<file path="src/rtl/uart_tx_ctrl_pkg.sv">
// Shared UART transmit definitions: line states, defaults and baud divisor helper.
package uart_tx_ctrl_pkg;

    localparam int unsigned DEF_CLK_FREQ = 50_000_000;
    localparam int unsigned DEF_BAUD     = 9600;
    localparam int unsigned DATA_W       = 8;

    typedef enum logic [1:0] {
        ST_IDLE  = 2'd0,
        ST_START = 2'd1,
        ST_DATA  = 2'd2,
        ST_STOP  = 2'd3
    } tx_state_t;

    // Clocks per bit period.
    function automatic int unsigned calc_baud_div(input int unsigned clk_freq,
                                                  input int unsigned baud);
        return clk_freq / baud;
    endfunction

endpackage

</file>
<file path="src/rtl/uart_tx_fifo.sv">
// Small synchronous byte FIFO feeding the UART transmitter; full/empty are registered.
module uart_tx_fifo #(
    parameter int unsigned DEPTH = 4,
    parameter int unsigned DW    = 8
) (
    input  logic                     clk,
    input  logic                     rst,
    input  logic                     push,
    input  logic                     pop,
    input  logic [DW-1:0]            din,
    output logic [DW-1:0]            dout,
    output logic [$clog2(DEPTH):0]   count,
    output logic                     full,
    output logic                     empty
);

    localparam int unsigned PTR_W = $clog2(DEPTH);
    localparam int unsigned CNT_W = PTR_W + 1;

    logic [DW-1:0]    mem [DEPTH];
    logic [PTR_W-1:0] wr_ptr;
    logic [PTR_W-1:0] rd_ptr;
    logic             do_push_c;
    logic             do_pop_c;
    logic [CNT_W-1:0] count_nxt_c;

    // Qualify requests against current occupancy and derive next count.
    always_comb begin
        do_push_c   = push && !full;
        do_pop_c    = pop && !empty;
        count_nxt_c = count;
        if (do_push_c && !do_pop_c) begin
            count_nxt_c = count + CNT_W'(1);
        end else if (!do_push_c && do_pop_c) begin
            count_nxt_c = count - CNT_W'(1);
        end
    end

    // Pointers, occupancy and registered status flags.
    always_ff @(posedge clk or negedge rst) begin
        if (!rst) begin
            wr_ptr <= '0;
            rd_ptr <= '0;
            count  <= '0;
            full   <= 1'b0;
            empty  <= 1'b1;
        end else begin
            if (do_push_c) begin
                wr_ptr <= wr_ptr + PTR_W'(1);
            end
            if (do_pop_c) begin
                rd_ptr <= rd_ptr + PTR_W'(1);
            end
            count <= count_nxt_c;
            full  <= (count_nxt_c == CNT_W'(DEPTH));
            empty <= (count_nxt_c == '0);
        end
    end

    // Storage array; contents need no reset since occupancy gates reads.
    always_ff @(posedge clk) begin
        if (do_push_c) begin
            mem[wr_ptr] <= din;
        end
    end

    assign dout = mem[rd_ptr];

endmodule

</file>
<file path="src/rtl/uart_tx_ctrl.sv">
// UART 8N1 transmitter: buffers bytes in a FIFO and serialises them LSB first.
module uart_tx_ctrl
    import uart_tx_ctrl_pkg::*;
#(
    parameter int unsigned CLK_FREQ   = DEF_CLK_FREQ,
    parameter int unsigned BAUD       = DEF_BAUD,
    parameter int unsigned FIFO_DEPTH = 4
) (
    input  logic              clk,
    input  logic              rst,
    input  logic              tx_req,
    input  logic [DATA_W-1:0] tx_data,
    output logic              fifo_full,
    output logic              tx_busy,
    output logic              tx_done,
    output logic              overflow,
    output logic              tx
);

    localparam int unsigned BAUD_DIV = calc_baud_div(CLK_FREQ, BAUD);
    localparam int unsigned BCNT_W   = (BAUD_DIV > 1) ? $clog2(BAUD_DIV) : 1;
    localparam int unsigned CNT_W    = $clog2(FIFO_DEPTH) + 1;
    localparam logic [BCNT_W-1:0] BCNT_LAST = BCNT_W'(BAUD_DIV - 1);
    localparam logic [BCNT_W-1:0] BCNT_DONE = BCNT_W'(BAUD_DIV - 2);

    tx_state_t         state;
    logic [BCNT_W-1:0] baud_cnt;
    logic [2:0]        bit_idx;
    logic [DATA_W-1:0] shift;
    logic              push_c;
    logic              pop_c;
    logic              baud_last_c;
    logic [DATA_W-1:0] fifo_dout;
    logic [CNT_W-1:0]  fifo_count;
    logic              fifo_empty;

    // Push/pop qualification and end-of-bit-period detect.
    always_comb begin
        push_c      = tx_req && !fifo_full;
        pop_c       = (state == ST_IDLE) && (fifo_count != '0);
        baud_last_c = (baud_cnt == BCNT_LAST);
    end

    uart_tx_fifo #(
        .DEPTH (FIFO_DEPTH),
        .DW    (DATA_W)
    ) u_fifo (
        .clk   (clk),
        .rst   (rst),
        .push  (push_c),
        .pop   (pop_c),
        .din   (tx_data),
        .dout  (fifo_dout),
        .count (fifo_count),
        .full  (fifo_full),
        .empty (fifo_empty)
    );

    // Frame sequencer: start bit, 8 data bits, stop bit; all outputs registered.
    always_ff @(posedge clk or negedge rst) begin
        if (!rst) begin
            state    <= ST_IDLE;
            baud_cnt <= '0;
            bit_idx  <= '0;
            shift    <= '0;
            tx       <= 1'b1;
            tx_done  <= 1'b0;
            tx_busy  <= 1'b0;
        end else begin
            tx_done <= 1'b0;
            case (state)
                ST_IDLE: begin
                    baud_cnt <= '0;
                    bit_idx  <= '0;
                    if (fifo_count != '0) begin
                        shift   <= fifo_dout;
                        tx      <= 1'b0;
                        tx_busy <= 1'b1;
                        state   <= ST_START;
                    end else begin
                        tx      <= 1'b1;
                        tx_busy <= push_c;
                    end
                end
                ST_START: begin
                    if (baud_last_c) begin
                        baud_cnt <= '0;
                        bit_idx  <= '0;
                        tx       <= shift[0];
                        shift    <= {1'b0, shift[DATA_W-1:1]};
                        state    <= ST_DATA;
                    end else begin
                        baud_cnt <= baud_cnt + BCNT_W'(1);
                    end
                end
                ST_DATA: begin
                    if (baud_last_c) begin
                        baud_cnt <= '0;
                        if (bit_idx == 3'd7) begin
                            tx    <= 1'b1;
                            state <= ST_STOP;
                        end else begin
                            bit_idx <= bit_idx + 3'd1;
                            tx      <= shift[0];
                            shift   <= {1'b0, shift[DATA_W-1:1]};
                        end
                    end else begin
                        baud_cnt <= baud_cnt + BCNT_W'(1);
                    end
                end
                ST_STOP: begin
                    if (baud_last_c) begin
                        baud_cnt <= '0;
                        tx_busy  <= !fifo_empty || push_c;
                        state    <= ST_IDLE;
                    end else begin
                        baud_cnt <= baud_cnt + BCNT_W'(1);
                        tx_done  <= (baud_cnt == BCNT_DONE);
                    end
                end
                default: begin
                    state <= ST_IDLE;
                    tx    <= 1'b1;
                end
            endcase
        end
    end

    // Sticky flag for writes attempted against a full buffer.
    always_ff @(posedge clk or negedge rst) begin
        if (!rst) begin
            overflow <= 1'b0;
        end else if (tx_req && fifo_full) begin
            overflow <= 1'b1;
        end
    end

endmodule

</file>
<file path="config.mk">
export PLATFORM = sky130hd
export DESIGN_NAME = uart_tx_ctrl
export DESIGN_NICKNAME = d
export VERILOG_FILES = /design/src/rtl/uart_tx_ctrl_pkg.sv /design/src/rtl/uart_tx_fifo.sv /design/src/rtl/uart_tx_ctrl.sv
export SDC_FILE = /design/constraint.sdc
export NUM_CORES = 1
export LEC_CHECK = 0
export CAP_MARGIN = 15
export CORE_ASPECT_RATIO = 1.2
export CORE_MARGIN = 4
export CORE_UTILIZATION = 45
export DETAILED_ROUTE_END_ITERATION = 7
export PLACE_DENSITY = 0.73
export REMOVE_ABC_BUFFERS = 1
export SLEW_MARGIN = 0
export SYNTH_ARGS = -nofsm -noshare
export SYNTH_HDL_FRONTEND = slang
export SYNTH_SLANG_ARGS = --single-unit
</file>
<file path="constraint.sdc">
create_clock -name clk -period 2.6 [get_ports clk]
set_input_delay 0.39 -clock clk [delete_from_list [all_inputs] [get_ports clk]]
set_output_delay 0.39 -clock clk [all_outputs]
set_load 0.03 [all_outputs]
</file>
After elaboration in Yosys (flattened, before gate mapping)
Memory sizes are Yosys's and may differ from the RTL's.
Index checks and enable logic that the tools add are counted.
- div/mod/pow operators: 0
- bitwise operators: 0
- muxes and demuxes: 31
- multiply operators: 0
- add/subtract/negate cells: 6
- $lt $le $gt $ge: 0
- shift-type cells: 0
- reductions and logical operators: 23
- equal/unequal tests: 13
- operators by type and width (operator ; number):
    two-way mux 8 bit ; 4
    == test 13 bit (second input constant) ; 2
    one-hot mux 13 bit (2 select lines) ; 1
    one-hot mux 8 bit (3 select lines) ; 1
    two-way mux 3 bit ; 5
    adder 13 x 1 -> 13 bit (second input constant) ; 1
    two-way mux 13 bit ; 1
    two-way mux 1 bit ; 10
    two-way mux 2 bit ; 5
    inequality test 2 bit (second input constant) ; 5
    AND reduction 5 bit ; 2
    one-hot mux 3 bit (3 select lines) ; 1
    one-hot mux 2 bit (4 select lines) ; 1
    logical AND 1 bit ; 7
    adder 3 x 1 -> 3 bit (second input constant) ; 2
    == test 3 bit (second input constant) ; 2
    nonzero test 3 bit ; 2
    adder 2 x 1 -> 2 bit (second input constant) ; 2
    == test 2 bit (second input constant) ; 2
    logical NOT 1 bit ; 4
    AND reduction 4 bit ; 1
    logical NOT 3 bit ; 1
    one-hot mux 1 bit (3 select lines) ; 1
    AND reduction 3 bit ; 1
    9 further kinds ; 9
- logic and storage cells: 87
- output and inout port bits: 5
- memory bits (writable): 32
- memories: 1
- bits in latches: 0
- input port bits: 11
- memory bits (read-only): 0
- bits in registers: 39
- memory list (name ; words ; width ; rd ports ; clocked after Yosys merged registers in ; wr ports ; RTL line ; source):
    u_fifo.mem ; 4 ; 8 ; 1 ; 0 ; 1 ; uart_tx_fifo.sv:20 ; logic [DW-1:0] mem [DEPTH];

Depth between registers and ports, before layout
- depth after elaboration: 8
- depth in mapped cells: 8

Hierarchy
Synthesis repeated with hierarchy kept, for this count alone.
- cell total of the unflattened synthesis: 253
- area, all modules: 3402.0 µm²
- modules (own cells, without submodules) (module ; times used ; area each (µm²) ; cells an instance):
    uart_tx_fifo ; 1 ; 1732.9 ; 97
    uart_tx_ctrl ; 1 ; 1669.1 ; 156

Worst setup path before layout
No wires, ideal clock.
- path kind: register to register
- start: register state[0]
- end: register state[1]
- library setup time: 125 ps
- cell stages (with the launch flop): 7
- arrival time: 1845 ps
- slack: 629 ps
- cell sequence: dfrtp_1 > inv_1 > ha_1 > buf_4 > or3_2 > a221oi_4 > mux2_4
- word-level cells in the longest chain between the ends: 3
- elaborated cells between the ends (all ways): 11
- classes of those cells: eq/ne (8); mux (1); reduce/logical (2)
- ends and longest elaborated chain (what ; RTL line ; source):
    start: declaration ; uart_tx_ctrl.sv:26 ; tx_state_t state;
    start signal: assignment ; uart_tx_ctrl.sv:62 ; state <= ST_IDLE;
    start signal: assignment ; uart_tx_ctrl.sv:79 ; state <= ST_START;
    start signal: assignment ; uart_tx_ctrl.sv:91 ; state <= ST_DATA;
    == test 2 bit, or another cell as far along ; uart_tx_ctrl.sv:71 ; case (state)
    inequality test 2 bit (no line) / inequality test 2 x 1 -> 1 bit (equally long branches) ; - ;
    AND reduction 5 bit (no line) ; - ;
Several ways; a longest one is shown, not always the timed one.
A chain may end at the register's enable or synchronous reset.

Worst setup path in the final report
- start: register baud_cnt[9]
- end: register state[1]
- word-level cells in the longest chain between the ends: 3
- elaborated cells between the ends (all ways): 5
- classes of those cells: eq/ne (4); reduce/logical (1)
- ends and longest elaborated chain (what ; RTL line ; source):
    start: declaration ; uart_tx_ctrl.sv:27 ; logic [BCNT_W-1:0] baud_cnt;
    start signal: assignment ; uart_tx_ctrl.sv:93 ; baud_cnt <= baud_cnt + BCNT_W'(1);
    start signal: assignment ; uart_tx_ctrl.sv:108 ; baud_cnt <= baud_cnt + BCNT_W'(1);
    start signal: assignment ; uart_tx_ctrl.sv:117 ; baud_cnt <= baud_cnt + BCNT_W'(1);
    == test 13 bit (*) ; uart_tx_ctrl.sv:41 ; baud_last_c = (baud_cnt == BCNT_LAST);
    inequality test 2 bit (no line) ; - ;
    AND reduction 5 bit (no line) (*) ; - ;
Every way passes the cells marked *; elsewhere a longest branch is shown, timed or not.

==> flow_metrics.env <==
export IMPL_status="finished, final reports clean"
export IMPL_die_width_um=86.6
export IMPL_ys_warn_count=0
export IMPL_synth_edff_count=32
export IMPL_postSynthCellCount=253
export IMPL_max_freq_mhz=489
export IMPL_dpl_hpwl_um=3630
export IMPL_worst_pin_slew_ns=0.859
export IMPL_power_frac_clock_pct=20.0
export IMPL_cp_end_kind="register"
export IMPL_yosysTopAreaCellShare_pct=28.8
export IMPL_ys_seq_elements=71
export IMPL_h_tree_depth=3
export IMPL_coreArea_um2=7230
export IMPL_synthToLayoutAreaGrowth_pct=11.6
export IMPL_clk_path_buf_depth=2
export IMPL_grt_pass1_vias=1890
export IMPL_final_core_util_pct=51.5
export IMPL_cts_tree="built"
export IMPL_cts_resized_gates=0
export IMPL_slew_headroom_pct=42.3
export IMPL_startpoint_type="register"
export IMPL_slew_violations=0
export IMPL_setup_worst_path_class="register to register"
export IMPL_pwr_share_comb_pct=36.5
export IMPL_period_needed_ns=2.04
export IMPL_post_cts_buffers=0
export IMPL_final_setup_tns_ns=0
export IMPL_die_h_um=102
export IMPL_drc_errors=0
export IMPL_seqPwrFrac_pct=43.5
export IMPL_rows=34
export IMPL_place_gp_congestion=0.838
export IMPL_synth_common_cells="dfrtp_1 (37), edfxtp_1 (32), nor2_1 (23)"
export IMPL_antenna_found_initial=0
export IMPL_fin_ws_ns=0.557
export IMPL_rsz0062_at_grt="no"
export IMPL_dr_total_vias=1874
export IMPL_crit_arrival_ns=2.26
export IMPL_synthFlopType="dfrtp_1"
export IMPL_p_switching_mw=1.36
export IMPL_wl_per_cell_um=13.6
export IMPL_cts_root_buffer="clkbuf_8"
export IMPL_ant_nets=0
export IMPL_fp_dieArea_um2=8860
export IMPL_overflow=0
export IMPL_ys_seq_area_share_pct=58.1
export IMPL_syn_avg_cell_area_um2=13.2
export IMPL_n_antenna_cell=0
export IMPL_switching_share_pct=34.7
export IMPL_skew_ns=0.0102
export IMPL_viasPerCell=5.12
export IMPL_fin_crit_sh_pct=78.6
export IMPL_drive_above_1_share_pct=14.5
export IMPL_grt_pass1_wl_um=8850
export IMPL_cts_hold_buf=0
export IMPL_drt_pass1_iter_count=4
export IMPL_cts_buffers=9
export IMPL_drv_cap=0
export IMPL_p_leak_nw=1.52
export IMPL_synth_area_um2=3340
export IMPL_cts_sinks=71
export IMPL_worstSkewPairLatency_ns=0.33
export IMPL_cp_num_cells=5
export IMPL_boundaryPins=16
export IMPL_crit_chain="or3b_4 > nor4_4 > nand2_2 > a221oi_4 > mux2_4"
export IMPL_slowest_delay_ns=0.44
export IMPL_powerDensity_nw_per_um2=1050
export IMPL_start_util_pct=46.1
export IMPL_critPathMaxFanout=4
export IMPL_clkTransAtPathRegs_ns=0.07
export IMPL_r2r_worst_path_cells=5
export IMPL_synth_top_cell_by_area="edfxtp_1"
export IMPL_path_buf_inv=0
export IMPL_ir_drop_mv=0.646
export IMPL_portBuffers=15
export IMPL_hold_class="primary input to async pin"
export IMPL_grt_usage_pct=12.9
export IMPL_synthTopCellsByArea="edfxtp_1 (29%), dfrtp_1 (28%), ha_1 (6.0%)"
export IMPL_internal_power_mw=2.55
export IMPL_hold_ws_ns=0.156
export IMPL_synth_cell_types=50
export IMPL_wl_um=4960
export IMPL_path_delay_family="simple AND/OR/NAND/NOR gates"
export IMPL_synth_most_common_cell="dfrtp_1"
export IMPL_final_nets=298
export IMPL_setup_violations=0
export IMPL_synthArstFlopShare_pct=54.9
export IMPL_crit_slowest_cell="or3b_4"
export IMPL_required_ns=2.82
export IMPL_finalHoldViolCount=0
export IMPL_pre_cts_ws_ns=0.473
export IMPL_drtIter0Drc=53
export IMPL_grt_max_degree=40
==> state kept, by name, summed over array words and instances (netlist names), 2 cells and up <==
signal         cells
u_fifo.rd_ptr      2
state              2
u_fifo.mem        32
shift              8
u_fifo.wr_ptr      2
baud_cnt          13
u_fifo.count       3
bit_idx            3
==> area by class of cell <==
cell class,instances,area [µm²]
clock buffers,13,160
multi-input cells,163,1300
clock inverters,3,17.5
inverters,10,37.5
flip-flops and latches,71,1940
repair buffers,16,153
well taps,90,113
fillers,644,3510
==> worst paths after layout <==
| kind | start | end | slack [ns] |
|---|---|---|---|
| max in group asynchronous | rst | shift[0] | 1.91 |
| setup / recovery | baud_cnt[9] | state[1] | 0.56 |
| min in group clk | overflow | overflow | 0.46 |
| hold reg to reg | overflow | overflow | 0.46 |
| setup reg to reg | baud_cnt[9] | state[1] | 0.56 |
| hold / removal | rst | baud_cnt[5] | 0.16 |
==> worst register-to-register path, cell delays in order, from the launching register on <==
cell and delay, ns:
dfrtp_1 0.41, or3b_4 0.44, nor4_4 0.32, nand2_2 0.13
a221oi_4 0.31, mux2_4 0.32
==> through the flow <==
stage / power (mW) / cells / cell area, µm²
global route: 4.24 / 366 / 3720
global placement: 3.12 / 350 / 3550
CTS: 3.97 / 366 / 3720
finish: 3.91 / 366 / 3720
floorplan: 2.83 / 244 / 3280
detailed placement: 3.18 / 350 / 3550
==> power by group through the flow <==
stage / combinational [mW] / clock (mW) / sequential (mW)
2_1_floorplan: 1.13 / 0 / 1.70
3_3_place_gp: 1.41 / 0 / 1.71
3_5_place_dp: 1.45 / 0 / 1.73
4_1_cts: 1.45 / 0.812 / 1.71
5_1_grt: 1.61 / 0.875 / 1.75
6_report: 1.43 / 0.782 / 1.70
==> cell usage in the layout (no fill, tap or decap), drive strengths merged, types with 2 or more instances in the layout <==
cell type / synthesis / layout
a21oi: 2 / 2
a221oi: 3 / 3
a22o: 2 / 2
a31oi: 2 / 2
and2: 5 / 5
and2b: 2 / 2
and3: 5 / 5
and4: 2 / 2
buf: 5 / 2
clkbuf: 3 / 13
clkdlybuf4s50: 0 / 14
clkinv: 0 / 2
dfrtp: 37 / 37
dfstp: 2 / 2
edfxtp: 32 / 32
ha: 16 / 16
inv: 10 / 10
mux2: 2 / 2
mux2i: 10 / 10
mux4: 8 / 8
nand2: 22 / 22
nand2b: 4 / 4
nand3: 6 / 6
nand3b: 2 / 2
nor2: 23 / 23
nor2b: 2 / 2
nor4: 2 / 2
o21ai: 13 / 13
o31ai: 2 / 2
or2b: 2 / 2
xnor2: 5 / 5
xor2: 11 / 11
==> routing by layer <==
layer	vias up	wire (µm)	share of wire (%)	GRT usage, %
met2	30	2410	48	20.1
li1	931	-	-	-
met4	0	106	2.1	7.07
met5	-	0	0	0
met1	902	2280	46	16.8
met3	11	169	3.4	2.98
==> cells by family after synthesis <==
family / after synthesis / synth area share [%]
AND/OR/NAND/NOR: 82 / 13.7
multiplexers: 20 / 9.19
XOR/XNOR: 16 / 4.20
flip-flops: 71 / 58.1
AO/OA/AOI/OAI: 29 / 6.04
buffers and inverters: 19 / 2.78
adder cells (fa/ha/maj): 16 / 6.00
Power figures use the tool's default switching activity.
